### config.mk
export PLATFORM = sky130hd
export DESIGN_NAME = cdec_dp_w
export DESIGN_NICKNAME = d
export VERILOG_FILES = /design/src/rtl/cdec_dp_w.sv
export SDC_FILE = /design/constraint.sdc
export NUM_CORES = 1
export LEC_CHECK = 0
export CORE_MARGIN = 2
export CORE_UTILIZATION = 40
export DETAILED_ROUTE_END_ITERATION = 16
export SETUP_SLACK_MARGIN = 0.5
export SYNTH_ARGS = -nofsm -noshare
export SYNTH_HDL_FRONTEND = slang
export SYNTH_SLANG_ARGS = --single-unit
### constraint.sdc
create_clock -name clock -period 14.9 [get_ports clock]
set_input_delay 3.725 -clock clock [delete_from_list [all_inputs] [get_ports clock]]
set_output_delay 3.725 -clock clock [all_outputs]
set_load 0.03 [all_outputs]
### src/rtl/cdec_dp_w.sv
// cdec_dp_w: parametrised CDEC data path.
// Registers PC/R/RDR/FLG/IPORT/MAR/WDR/T/I/OPORT/G0..G(NGPR-1), an XBUS source mux,
// a 16-op ALU with S/Z/C/V flags, and a handshaked memory port with wait-state timeout.
module cdec_dp_w #(
    parameter int WIDTH  = 8,
    parameter int NGPR   = 3,
    parameter int MEM_TO = 15
) (
    input  logic             clock,
    input  logic             reset,
    input  logic [WIDTH-1:0] io_in,
    output logic [WIDTH-1:0] io_out,
    output logic [WIDTH-1:0] adrs,
    input  logic [WIDTH-1:0] data_in,
    output logic [WIDTH-1:0] data_out,
    output logic             mem_rd,
    output logic             mem_wr,
    input  logic             mem_ack,
    input  logic [4:0]       xsrc,
    input  logic [4:0]       xdst,
    input  logic [3:0]       aluop,
    input  logic             rwr,
    input  logic             fwr,
    input  logic [1:0]       mmrw,
    output logic [WIDTH-1:0] I,
    output logic [3:0]       SZCV,
    output logic             busy,
    input  logic [7:0]       resad,
    output logic [WIDTH-1:0] resdt
);

    localparam int MSB = WIDTH - 1;

    typedef enum logic [1:0] {ST_IDLE, ST_RD, ST_WR} state_t;

    state_t           r_state;
    state_t           w_state_nxt;
    logic [7:0]       r_waitcnt;

    logic [WIDTH-1:0] r_pc, r_r, r_rdr, r_flg, r_iport, r_mar, r_wdr, r_t, r_i, r_oport;
    logic [WIDTH-1:0] r_g [NGPR];

    logic [WIDTH-1:0] w_xbus;
    logic [WIDTH:0]   w_ext;
    logic [WIDTH-1:0] w_alu;
    logic             w_c, w_v, w_s, w_z, w_cin;
    logic [WIDTH-1:0] w_flg_nxt;
    logic             w_wen, w_timeout, w_rd_done;

    // Writes from the control unit only land while no memory access is in flight.
    assign w_wen    = (r_state == ST_IDLE);
    assign busy     = (r_state != ST_IDLE);
    assign io_out   = r_oport;
    assign adrs     = r_mar;
    assign data_out = r_wdr;
    assign I        = r_i;
    assign SZCV     = r_flg[3:0];
    assign w_cin    = r_flg[1];

    // XBUS source mux; unassigned codes and missing general registers read all-ones.
    always_comb begin
        w_xbus = '1;
        case (xsrc)
            5'd0:    w_xbus = r_pc;
            5'd1:    w_xbus = r_r;
            5'd2:    w_xbus = r_rdr;
            5'd3:    w_xbus = r_flg;
            5'd4:    w_xbus = r_iport;
            default: w_xbus = '1;
        endcase
        for (int k = 0; k < NGPR; k++) begin
            if (xsrc == 5'(8 + k)) w_xbus = r_g[k];
        end
    end

    // ALU: x is XBUS, y is T, carry-in is FLG.C; C is carry for adds, borrow for subtracts.
    always_comb begin
        w_ext = '0;
        w_alu = '0;
        w_c   = 1'b0;
        w_v   = 1'b0;
        case (aluop)
            4'h0, 4'h1: begin
                w_ext = {1'b0, w_xbus} + {1'b0, r_t} + {{WIDTH{1'b0}}, (aluop[0] & w_cin)};
                w_alu = w_ext[MSB:0];
                w_c   = w_ext[WIDTH];
                w_v   = (w_xbus[MSB] == r_t[MSB]) && (w_alu[MSB] != w_xbus[MSB]);
            end
            4'h2, 4'h3: begin
                w_ext = {1'b0, w_xbus} - {1'b0, r_t} - {{WIDTH{1'b0}}, (aluop[0] & w_cin)};
                w_alu = w_ext[MSB:0];
                w_c   = w_ext[WIDTH];
                w_v   = (w_xbus[MSB] != r_t[MSB]) && (w_alu[MSB] != w_xbus[MSB]);
            end
            4'h4: w_alu = w_xbus & r_t;
            4'h5: w_alu = w_xbus | r_t;
            4'h6: w_alu = w_xbus ^ r_t;
            4'h7: w_alu = ~w_xbus;
            4'h8: begin
                w_alu = {w_xbus[MSB-1:0], 1'b0};
                w_c   = w_xbus[MSB];
            end
            4'h9: begin
                w_alu = {1'b0, w_xbus[MSB:1]};
                w_c   = w_xbus[0];
            end
            4'hA: begin
                w_alu = {w_xbus[MSB-1:0], w_cin};
                w_c   = w_xbus[MSB];
            end
            4'hB: begin
                w_alu = {w_cin, w_xbus[MSB:1]};
                w_c   = w_xbus[0];
            end
            4'hC: begin
                w_ext = {1'b0, w_xbus} + {{WIDTH{1'b0}}, 1'b1};
                w_alu = w_ext[MSB:0];
                w_c   = w_ext[WIDTH];
                w_v   = !w_xbus[MSB] && w_alu[MSB];
            end
            4'hD: begin
                w_ext = {1'b0, w_xbus} - {{WIDTH{1'b0}}, 1'b1};
                w_alu = w_ext[MSB:0];
                w_c   = w_ext[WIDTH];
                w_v   = w_xbus[MSB] && !w_alu[MSB];
            end
            4'hE: w_alu = w_xbus;
            4'hF: w_alu = r_t;
        endcase
    end

    assign w_s = w_alu[MSB];
    assign w_z = (w_alu == '0);

    // Memory handshake FSM: next state, request levels and completion/timeout strobes.
    always_comb begin
        w_state_nxt = r_state;
        mem_rd      = 1'b0;
        mem_wr      = 1'b0;
        w_rd_done   = 1'b0;
        w_timeout   = 1'b0;
        case (r_state)
            ST_IDLE: begin
                if (mmrw == 2'b10)      w_state_nxt = ST_RD;
                else if (mmrw == 2'b01) w_state_nxt = ST_WR;
            end
            ST_RD: begin
                mem_rd = 1'b1;
                if (mem_ack) begin
                    w_rd_done   = 1'b1;
                    w_state_nxt = ST_IDLE;
                end else if (r_waitcnt == 8'(MEM_TO)) begin
                    w_timeout   = 1'b1;
                    w_state_nxt = ST_IDLE;
                end
            end
            ST_WR: begin
                mem_wr = 1'b1;
                if (mem_ack) begin
                    w_state_nxt = ST_IDLE;
                end else if (r_waitcnt == 8'(MEM_TO)) begin
                    w_timeout   = 1'b1;
                    w_state_nxt = ST_IDLE;
                end
            end
            default: w_state_nxt = ST_IDLE;
        endcase
    end

    // FSM state and wait counter; the counter reads 1 in the first RD/WR cycle.
    always_ff @(posedge clock) begin
        if (reset) begin
            r_state   <= ST_IDLE;
            r_waitcnt <= '0;
        end else begin
            r_state   <= w_state_nxt;
            r_waitcnt <= (w_state_nxt == ST_IDLE) ? 8'd0 : r_waitcnt + 8'd1;
        end
    end

    // FLG next value: fwr beats an XBUS load on bits 3:0, a timeout sets ERR.
    always_comb begin
        w_flg_nxt = r_flg;
        if (w_wen && xdst == 5'd6) begin
            w_flg_nxt        = '0;
            w_flg_nxt[3:0]   = w_xbus[3:0];
            w_flg_nxt[MSB]   = w_xbus[MSB];
        end
        if (w_wen && fwr) w_flg_nxt[3:0] = {w_s, w_z, w_c, w_v};
        if (w_timeout)    w_flg_nxt[MSB] = 1'b1;
    end

    // Architectural registers: XBUS destinations, R from the ALU, RDR from memory.
    always_ff @(posedge clock) begin
        if (reset) begin
            r_pc    <= '0;
            r_r     <= '0;
            r_rdr   <= '0;
            r_flg   <= '0;
            r_iport <= '0;
            r_mar   <= '0;
            r_wdr   <= '0;
            r_t     <= '0;
            r_i     <= '0;
            r_oport <= '0;
            for (int k = 0; k < NGPR; k++) r_g[k] <= '0;
        end else begin
            r_iport <= io_in;
            r_flg   <= w_flg_nxt;
            if (w_rd_done) r_rdr <= data_in;
            if (w_wen) begin
                case (xdst)
                    5'd0:    r_pc    <= w_xbus;
                    5'd1:    r_mar   <= w_xbus;
                    5'd2:    r_wdr   <= w_xbus;
                    5'd3:    r_t     <= w_xbus;
                    5'd4:    r_i     <= w_xbus;
                    5'd5:    r_oport <= w_xbus;
                    default: begin end
                endcase
                for (int k = 0; k < NGPR; k++) begin
                    if (xdst == 5'(8 + k)) r_g[k] <= w_xbus;
                end
                if (rwr) r_r <= w_alu;
            end
        end
    end

    // Debug monitor read mux; G0..G2 also appear at their legacy 08..0A addresses.
    always_comb begin
        resdt = '0;
        case (resad)
            8'h00:   resdt = r_pc;
            8'h01:   resdt = r_i;
            8'h02:   resdt = r_t;
            8'h03:   resdt = r_r;
            8'h04:   resdt = r_mar;
            8'h05:   resdt = data_in;
            8'h06:   resdt = r_rdr;
            8'h07:   resdt = r_wdr;
            8'h0D:   resdt = r_flg;
            8'h0E:   resdt = w_xbus;
            8'h0F:   resdt = r_iport;
            default: resdt = '0;
        endcase
        for (int k = 0; k < NGPR; k++) begin
            if (k < 3 && resad == 8'(8 + k)) resdt = r_g[k];
            if (resad == 8'(16 + k))         resdt = r_g[k];
        end
    end

endmodule

# Yosys cells after proc, flatten, opt, wreduce, memory -nomap -nowiden
# Memory sizes are Yosys's and may differ from the RTL's.
# Cells that the tools add are included.
dict set report op_classes {
  n_eq_ne 56
  reduce_logical 31
  muxes 46
  n_bitwise 8
  addsub 7
}
# op n
set ops {}
lappend ops {{$pmux 8 s14} 1}
lappend ops {{$mux 8} 13}
lappend ops {{$pmux 8 s11} 1}
lappend ops {{$eq 8x4->1 const B} 7}
lappend ops {{$pmux 8 s5} 1}
lappend ops {{$eq 4x4->1 const B} 8}
lappend ops {{$eq 8x3->1 const B} 4}
lappend ops {{$eq 5x4->1 const B} 6}
lappend ops {{$eq 8x5->1 const B} 3}
lappend ops {{$mux 1} 22}
lappend ops {{$eq 5x2->1 const B} 4}
lappend ops {{$eq 5x3->1 const B} 4}
lappend ops {{$eq 4x3->1 const B} 4}
lappend ops {{$eq 8x2->1 const B} 2}
lappend ops {{$logic_not 8->1} 2}
lappend ops {{$reduce_and 2->1} 7}
lappend ops {{$reduce_or 2->1} 6}
lappend ops {{$eq 5x1->1 const B} 2}
lappend ops {{$logic_not 5->1} 2}
lappend ops {{$add 8x1->9 const B} 1}
lappend ops {{$add 8x8->9} 1}
lappend ops {{$add 9x1->9} 1}
lappend ops {{$sub 8x1->9 const B} 1}
lappend ops {{$sub 8x8->9} 1}
lappend ops {{25 further kinds} 44}
dict set report totals {
  reg_bits 87
  ram_bits 24
  mem_count 1
  in_bits 45
}
# name depth width read_ports rd_ports_with_merged_regs wr line
set mem_list {}
lappend mem_list {r_g 3 8 3 0 3 41} ;# logic [WIDTH-1:0] r_g [NGPR];

# Longest topological paths before layout
# Gate-level depths: netlist (run 1).
dict set report logic_depth {
  ltp_word 12
  mapped_depth 20
}

# Least setup slack after synthesis (run 1)
# Ideal clock, no wire load.
dict set report synth_path {
  path_type {input to output}
  from {input port resad[7]}
  to {output port resdt[0]}
  cell_stages 8
  t_arrival_ns 5.873
  path_slack_ns 5.302
  cell_sequence {or4_1 or3_1 clkbuf_1 nor3_1 a22oi_1 o2111ai_1 nor2_1 o21ai_1}
}
dict set report synth_via {
  elab_chain_cells 8
  elab_cells_between_ends 24
  cone_classes {eq/ne: 16; mux: 7; reduce/logical: 1}
}
# element line
set synth_rtl {}
lappend synth_rtl {{from (decl)} 28} ;# input logic [7:0] resad,
lappend synth_rtl {{$eq 8x4->1 (tied with other cells)} 232} ;# case (resad)
lappend synth_rtl {{$pmux 8 s11} 232}
lappend synth_rtl {{$mux 8} 247} ;# if (k < 3 && resad == 8'(8 + k)) resdt = r_g[k];
lappend synth_rtl {{$mux 8} 248} ;# if (resad == 8'(16 + k)) resdt = r_g[k];
lappend synth_rtl {{$mux 8} 247}
lappend synth_rtl {{$mux 8} 248}
lappend synth_rtl {{$mux 8} 247}
lappend synth_rtl {{$mux 8 *} 248}
lappend synth_rtl {{to (decl)} 29} ;# output logic [WIDTH-1:0] resdt
# Every way passes the cells marked *; elsewhere a longest branch is shown, timed or not.

# Worst setup path after layout (run 1)
dict set report layout_path {
  from {input port xsrc[2]}
  to {output port resdt[5]}
}
dict set report layout_via {
  elab_chain_cells 12
  elab_cells_between_ends 19
  cone_classes {eq/ne: 7; mux: 11; reduce/logical: 1}
}
# element line
set layout_rtl {}
lappend layout_rtl {{from (decl)} 19} ;# input logic [4:0] xsrc,
lappend layout_rtl {{$eq 5x3->1 (tied with other cells)} 63} ;# case (xsrc)
lappend layout_rtl {{$pmux 8 s5} 63}
lappend layout_rtl {{$mux 8 (2 in a row)} 72} ;# if (xsrc == 5'(8 + k)) w_xbus = r_g[k];
lappend layout_rtl {{$mux 8 *} 72}
lappend layout_rtl {{$pmux 8 s11 *} 232}
lappend layout_rtl {{$mux 8 *} 247}
lappend layout_rtl {{$mux 8 *} 248}
lappend layout_rtl {{$mux 8 *} 247}
lappend layout_rtl {{$mux 8 *} 248}
lappend layout_rtl {{$mux 8 *} 247}
lappend layout_rtl {{$mux 8 *} 248}
# Marked as above.

==> metrics.md, run 1 <==
| Metric | Value |
|---|---|
| Status | `complete, no violations` |
| Synth top area share | `0.230` |
| Post-synth EDFFs | `24` |
| Setup Skew | `11.5 ps` |
| Slew Viols, Final | `0` |
| Initial drt markers | `roughly 880` |
| Root Driver | `clkbuf_16` |
| CTS tree | `done` |
| Share of flip-flops with an asynchronous set or reset | `0` |
| Die X | `142 um` |
| Worst slew margin | `0.296` |
| Final non-filler cell total | `1244` |
| Reg clk slew, reported paths | `about 80 ps` |
| Placed Cells incl. Taps | `around 1200` |
| Top post-synthesis cells by count | `144 x nor2_1, 93 x nand2_1, 87 x a21oi_1, 87 x dfxtp_1, 39 x inv_1` |
| Total track usage | `0.278` |
| Final Hold Viols | `0` |
| Die area | `between 20000 and 25000 sq um` |
| Worst setup path start | `xsrc[2]` |
| Top FF cell, synth | `dfxtp_1` |
| Tcrit/Tclk final | `0.781` |
| FMAX | `roughly 86 MHz` |
| Via/cell ratio | `6.19` |
| H-tree depth | `3` |
| Die H | `142 um` |
| Nature of the critical path endpoint | `primary output` |
| Wire length per cell | `roughly 23 um` |
| Setup TNS | `0 ps` |
| CP required | `between 10000 and 15000 ps` |
| Cell Area, Synth | `7580 sq um` |
| Cells after Synth | `957` |
| VDD IR max | `roughly 0.075 mV` |
| GPL Wtd Cong | `approximately 0.95` |
| Antenna-violating nets left | `0` |
| Crit path max fanout | `24` |
| Antenna violations before repair | `0` |
| Arr. time, crit path | `around 8000 ps` |
| Max clock buf depth | `2` |
| Fillers | `between 1500 and 2000` |
| Post-CTS sizing | `0` |
| First-pass GRT wire length | `between 40 and 50 mm` |
| Yosys warns | `0` |
| Hold Crit Start | `r_waitcnt[0]` |
| Routed WL | `between 20 and 30 mm` |
| Post-synthesis sequential area ratio | `0.325` |
| Clk Latency, worst-skew pair | `370 ps` |
| Clock buffers created by TritonCTS | `9` |
| Pwr Total | `0.000758 W` |
| LEAKAGE | `3.34 nW` |
| Nets | `between 1000 and 1500` |
| Final Setup Violations | `0` |
| Area Overhead vs Synth | `17.2%` |
| Top-count cell post-synth | `nor2_1` |
| FP Rows | `50` |
| Syn avg cell area | `approximately 8 sq um` |
| Vias in the first global route | `7004` |
| Initial Util | `0.407` |
| Pin count of the biggest net entering global routing | `85` |
| GRT Residual Overflow | `0` |
| Net Count, Synth | `about 1000` |
| DR DRC count | `0` |
| Total core area | `around 19000 sq um` |
| Yosys top cell by area | `dfxtp_1` |
| TritonRoute pass-1 iters | `7` |
| Final HPWL DP | `20.7 mm` |
| CP Class | `in2out` |
| Worst setup SP type | `primary input` |
| Routed vias | `between 7000 and 8000` |
| Antenna Cells | `0` |
| Clk sink count | `about 110` |
| Max-Cap Viols | `0` |
| Unrepaired setup endpoints after global routing | `false` |
| Largest cells by area after synthesis | `dfxtp_1 23%, edfxtp_1 9.5%, nor2_1 7.1%` |
| I/O pin count | `between 90 and 100` |
| Power Density | `roughly 85 nW/um^2` |
| Setup repair bufs after CTS | `0` |
| Worst hold path type | `reg2reg` |
| Synth unique cells | `between 80 and 90` |
| Launch point of the worst reg-to-reg path | `r_r[0]` |
| Worst-margin pin slew | `around 1000 ps` |
| Synthesized flop and latch total | `111` |
| Hold-fix buffers, CTS | `0` |
| Buffers on Ports | `91` |
| Final min period | `between 10000 and 15000 ps` |
| Layout cells sized above 1 | `0.0515` |
[registers in the layout, summed over array words and instances (netlist names), 5 cells and up]
| name | flops |
|---|---|
| I | 8 |
| r_rdr | 8 |
| r_t | 8 |
| r_iport | 8 |
| adrs | 8 |
| data_out | 8 |
| r_g | 24 |
| r_flg | 5 |
| r_r | 8 |
| r_waitcnt | 8 |
| r_pc | 8 |
| io_out | 8 |
[final timing paths]
path	end	slack [ps]	cells after the start
min reg2reg	r_waitcnt[0]	490	1
max	resdt[5]	3260	11
max reg2reg	r_flg[2]	10180	16
min	r_waitcnt[0]	490	1
[area by class of cell]
cell class                 instances  area [sq um]  area share
tap                              234           293      0.0330
timing repair buffer             101           981       0.110
inverter                          43           166      0.0187
clock inverter                     7          92.6      0.0104
multi-input combinational        739          4660       0.525
sequential                       111          2460       0.277
clock buffer                       9           225      0.0254
[cells in the final DEF (no fill, tap or decap), types with 10 or more instances in the layout]
master	count
nand3_1	35
dfxtp_1	87
a211oi_1	12
xnor2_1	12
o221ai_1	11
inv_1	39
nor3_1	30
nor2_1	144
nor2b_1	18
mux2i_1	20
clkdlybuf4s50_1	90
o22ai_1	15
edfxtp_1	24
nand2_1	93
buf_4	10
ha_1	37
a22oi_1	27
a21oi_1	87
a221oi_1	14
o21ai_0	22
[logic make-up (layout without fill, tap and decap cells)]
group,count (synthesis),count (layout),synth area share
adders and majority gates,43,43,0.0743
and+or+nand+nor,385,385,0.236
DFF,111,111,0.325
xor gates and xnor gates,21,21,0.0243
muxes,26,26,0.0368
buffers and inverters,107,160,0.0606
AOI/OAI and AO/OA,264,264,0.244
[power by group]
group          internal (W)  switching, W  total, W
Sequential         0.000319     0.0000162  0.000335
Combinational     0.0000631      0.000106  0.000169
Clock              0.000123      0.000131  0.000254
Total              0.000505      0.000254  0.000758
[critical path, cell delays in order]
cell,delay [ps]
clkdlybuf4s50_1,830
or4b_1,700
a211oi_1,280
a31o_1,150
or2_1,460
inv_1,390
a222oi_1,390
inv_1,100
o22ai_1,180
nand2_1,100
clkdlybuf4s50_1,600
[stage by stage]
stage / utilization / worst slack (ps) / hold slack [ps] / area, sq um
6_report: 0.477 / 3260 / 487 / 8880
3_3_place_gp: 0.459 / 3570 / 459 / 8570
2_1_floorplan: - / 5300 / 438 / 7580
3_5_place_dp: 0.459 / 3450 / 466 / 8570
5_1_grt: 0.477 / 3120 / 524 / 8880
4_1_cts: 0.477 / 3430 / 486 / 8880
[layer usage]
metal,share of wire,routed length (um),global-route usage
met1,0.44,12400,0.404
met4,0.031,863,0.0984
met2,0.42,11800,0.392
met5,0,0,0
met3,0.12,3280,0.0783
No activity file was read; power rests on OpenSTA's default activity.
==> run 2: changes to the inputs <==
==> constraint.sdc (replaced) <==
create_clock -name clock -period 11.8 [get_ports clock]
set_input_delay 2.95 -clock clock [delete_from_list [all_inputs] [get_ports clock]]
set_output_delay 2.95 -clock clock [all_outputs]
set_load 0.03 [all_outputs]
==> metrics.md, run 2 (same netlist as run 1, synthesis figures left out) <==
| Metric | Value |
|---|---|
| Status | `complete, no violations` |
| Total track usage | `0.280` |
| Post-CTS sizing | `0` |
| Hold-fix buffers, CTS | `0` |
| Pin count of the biggest net entering global routing | `76` |
| CP required | `around 9000 ps` |
| Commonest non-fill, non-tap cell in the layout | `nor2_1` |
| Nature of the critical path endpoint | `primary output` |
| Clk sink count | `between 100 and 150` |
| Antenna-violating nets left | `0` |
| Root Driver | `clkbuf_16` |
| Pwr Total | `0.000974 W` |
| I/O pin count | `between 90 and 100` |
| Clock buffers created by TritonCTS | `9` |
| Nets | `1091` |
| DR DRC count | `0` |
| GPL Wtd Cong | `0.967` |
| WHS | `roughly 490 ps` |
| GRT Residual Overflow | `0` |
| Final min period | `around 10000 ps` |
| Final Setup Violations | `0` |
| Area Overhead vs Synth | `17.5%` |
| Die area | `20100 sq um` |
| Antenna Cells | `0` |
| CP Class | `in2out` |
| Vias in the first global route | `about 7100` |
| Clk Latency, worst-skew pair | `370 ps` |
| H-tree depth | `3` |
| Wire length per cell | `23.0 um` |
| Arr. time, crit path | `7010 ps` |
| Tcrit/Tclk final | `0.844` |
| Buffers on Ports | `between 90 and 100` |
| Total core area | `~19000 sq um` |
| Worst slew margin | `0.257` |
| Setup Skew | `approximately 11 ps` |
| Number of flip-flops in the largest register | `24` |
| Slew Viols, Final | `0` |
| Worst-margin pin slew | `about 1100 ps` |
| Crit path max fanout | `24` |
| Unrepaired setup endpoints after global routing | `false` |
| Reg clk slew, reported paths | `about 80 ps` |
| TritonRoute pass-1 iters | `7` |
| Die X | `about 140 um` |
| Routed WL | `around 29 mm` |
| FMAX | `100 MHz` |
| Layout cells sized above 1 | `0.0515` |
| First-pass GRT wire length | `between 40 and 50 mm` |
| Setup TNS | `0 ps` |
| Worst hold path type | `reg2reg` |
| Initial Util | `0.407` |
| Antenna violations before repair | `0` |
| Setup repair bufs after CTS | `0` |
| CTS tree | `done` |
| VDD IR max | `about 0.075 mV` |
| Die H | `around 140 um` |
| Max-Cap Viols | `0` |
| Initial drt markers | `a little under 900` |
| Routed vias | `7739` |
| Max clock buf depth | `2` |
| Via/cell ratio | `a little over 6` |
| Worst setup SP type | `primary input` |
| Power Density | `between 100 and 150 nW/um^2` |
| FP Rows | `50` |
| Final HPWL DP | `21.1 mm` |
| Final Hold Viols | `0` |
| Fillers | `1886` |
| Most frequent cells in the layout | `144 x nor2_1, 93 x nand2_1, 90 x clkdlybuf4s50_1, 87 x dfxtp_1, 87 x a21oi_1` |
| Reg with most FFs | `r_g` |
| LEAKAGE | `3.35 nW` |
run 2: metrics by stage:
step	setup WS, ps	area [sq um]	utilization	cells
final	1840	8900	0.478	1244
after global routing	1560	8900	0.478	1244
after CTS	1920	8900	0.478	1244
after detailed placement	1940	8570	0.459	1228
after global placement	2020	8570	0.459	1228
after floorplan	3750	7580	-	957
run 2: routing by layer:
metal / wire [um] / part of all wire / GRT usage / up-vias
met2: 11700 / 0.41 / 0.388 / 463
met1: 12700 / 0.44 / 0.413 / 3624
li1: - / - / - / 3577
met3: 3080 / 0.11 / 0.0729 / 75
met5: 0 / 0 / 0 / -
met4: 1120 / 0.039 / 0.104 / 0
run 2: path summary, 6_finish.rpt:
kind | endpoint | slack, ps | depth (start not counted) | start
max | resdt[5] | 1840 | 11 | xsrc[2]
min | r_waitcnt[0] | 490 | 1 | r_waitcnt[0]
max reg2reg | r_flg[2] | 7010 | 16 | r_pc[0]
min reg2reg | r_waitcnt[0] | 490 | 1 | r_waitcnt[0]
run 2: area by class of cell:
type	count	area [sq um]	share of cell area
flip-flops and latches	111	2460	0.277
repair buffers	101	981	0.110
well taps	234	293	0.0329
inverters	43	166	0.0187
multi-input cells	739	4660	0.524
clock inverters	7	113	0.0126
clock buffers	9	225	0.0253
run 2: where the power goes:
group	internal (W)	total, W	switching [W]
clock	0.000174	0.000336	0.000162
combinational	0.0000797	0.000214	0.000134
sequential	0.000403	0.000424	0.0000217
total	0.000657	0.000974	0.000318
run 2: worst max-delay path, stage by stage:
cell and delay, ps:
clkdlybuf4s50_1 840, or4b_1 700, a211oi_1 250, a31o_1 150, or2_1 420, inv_1 360, a222oi_1 360, inv_1 80
o22ai_1 140, nand2_1 130, clkdlybuf4s50_1 610
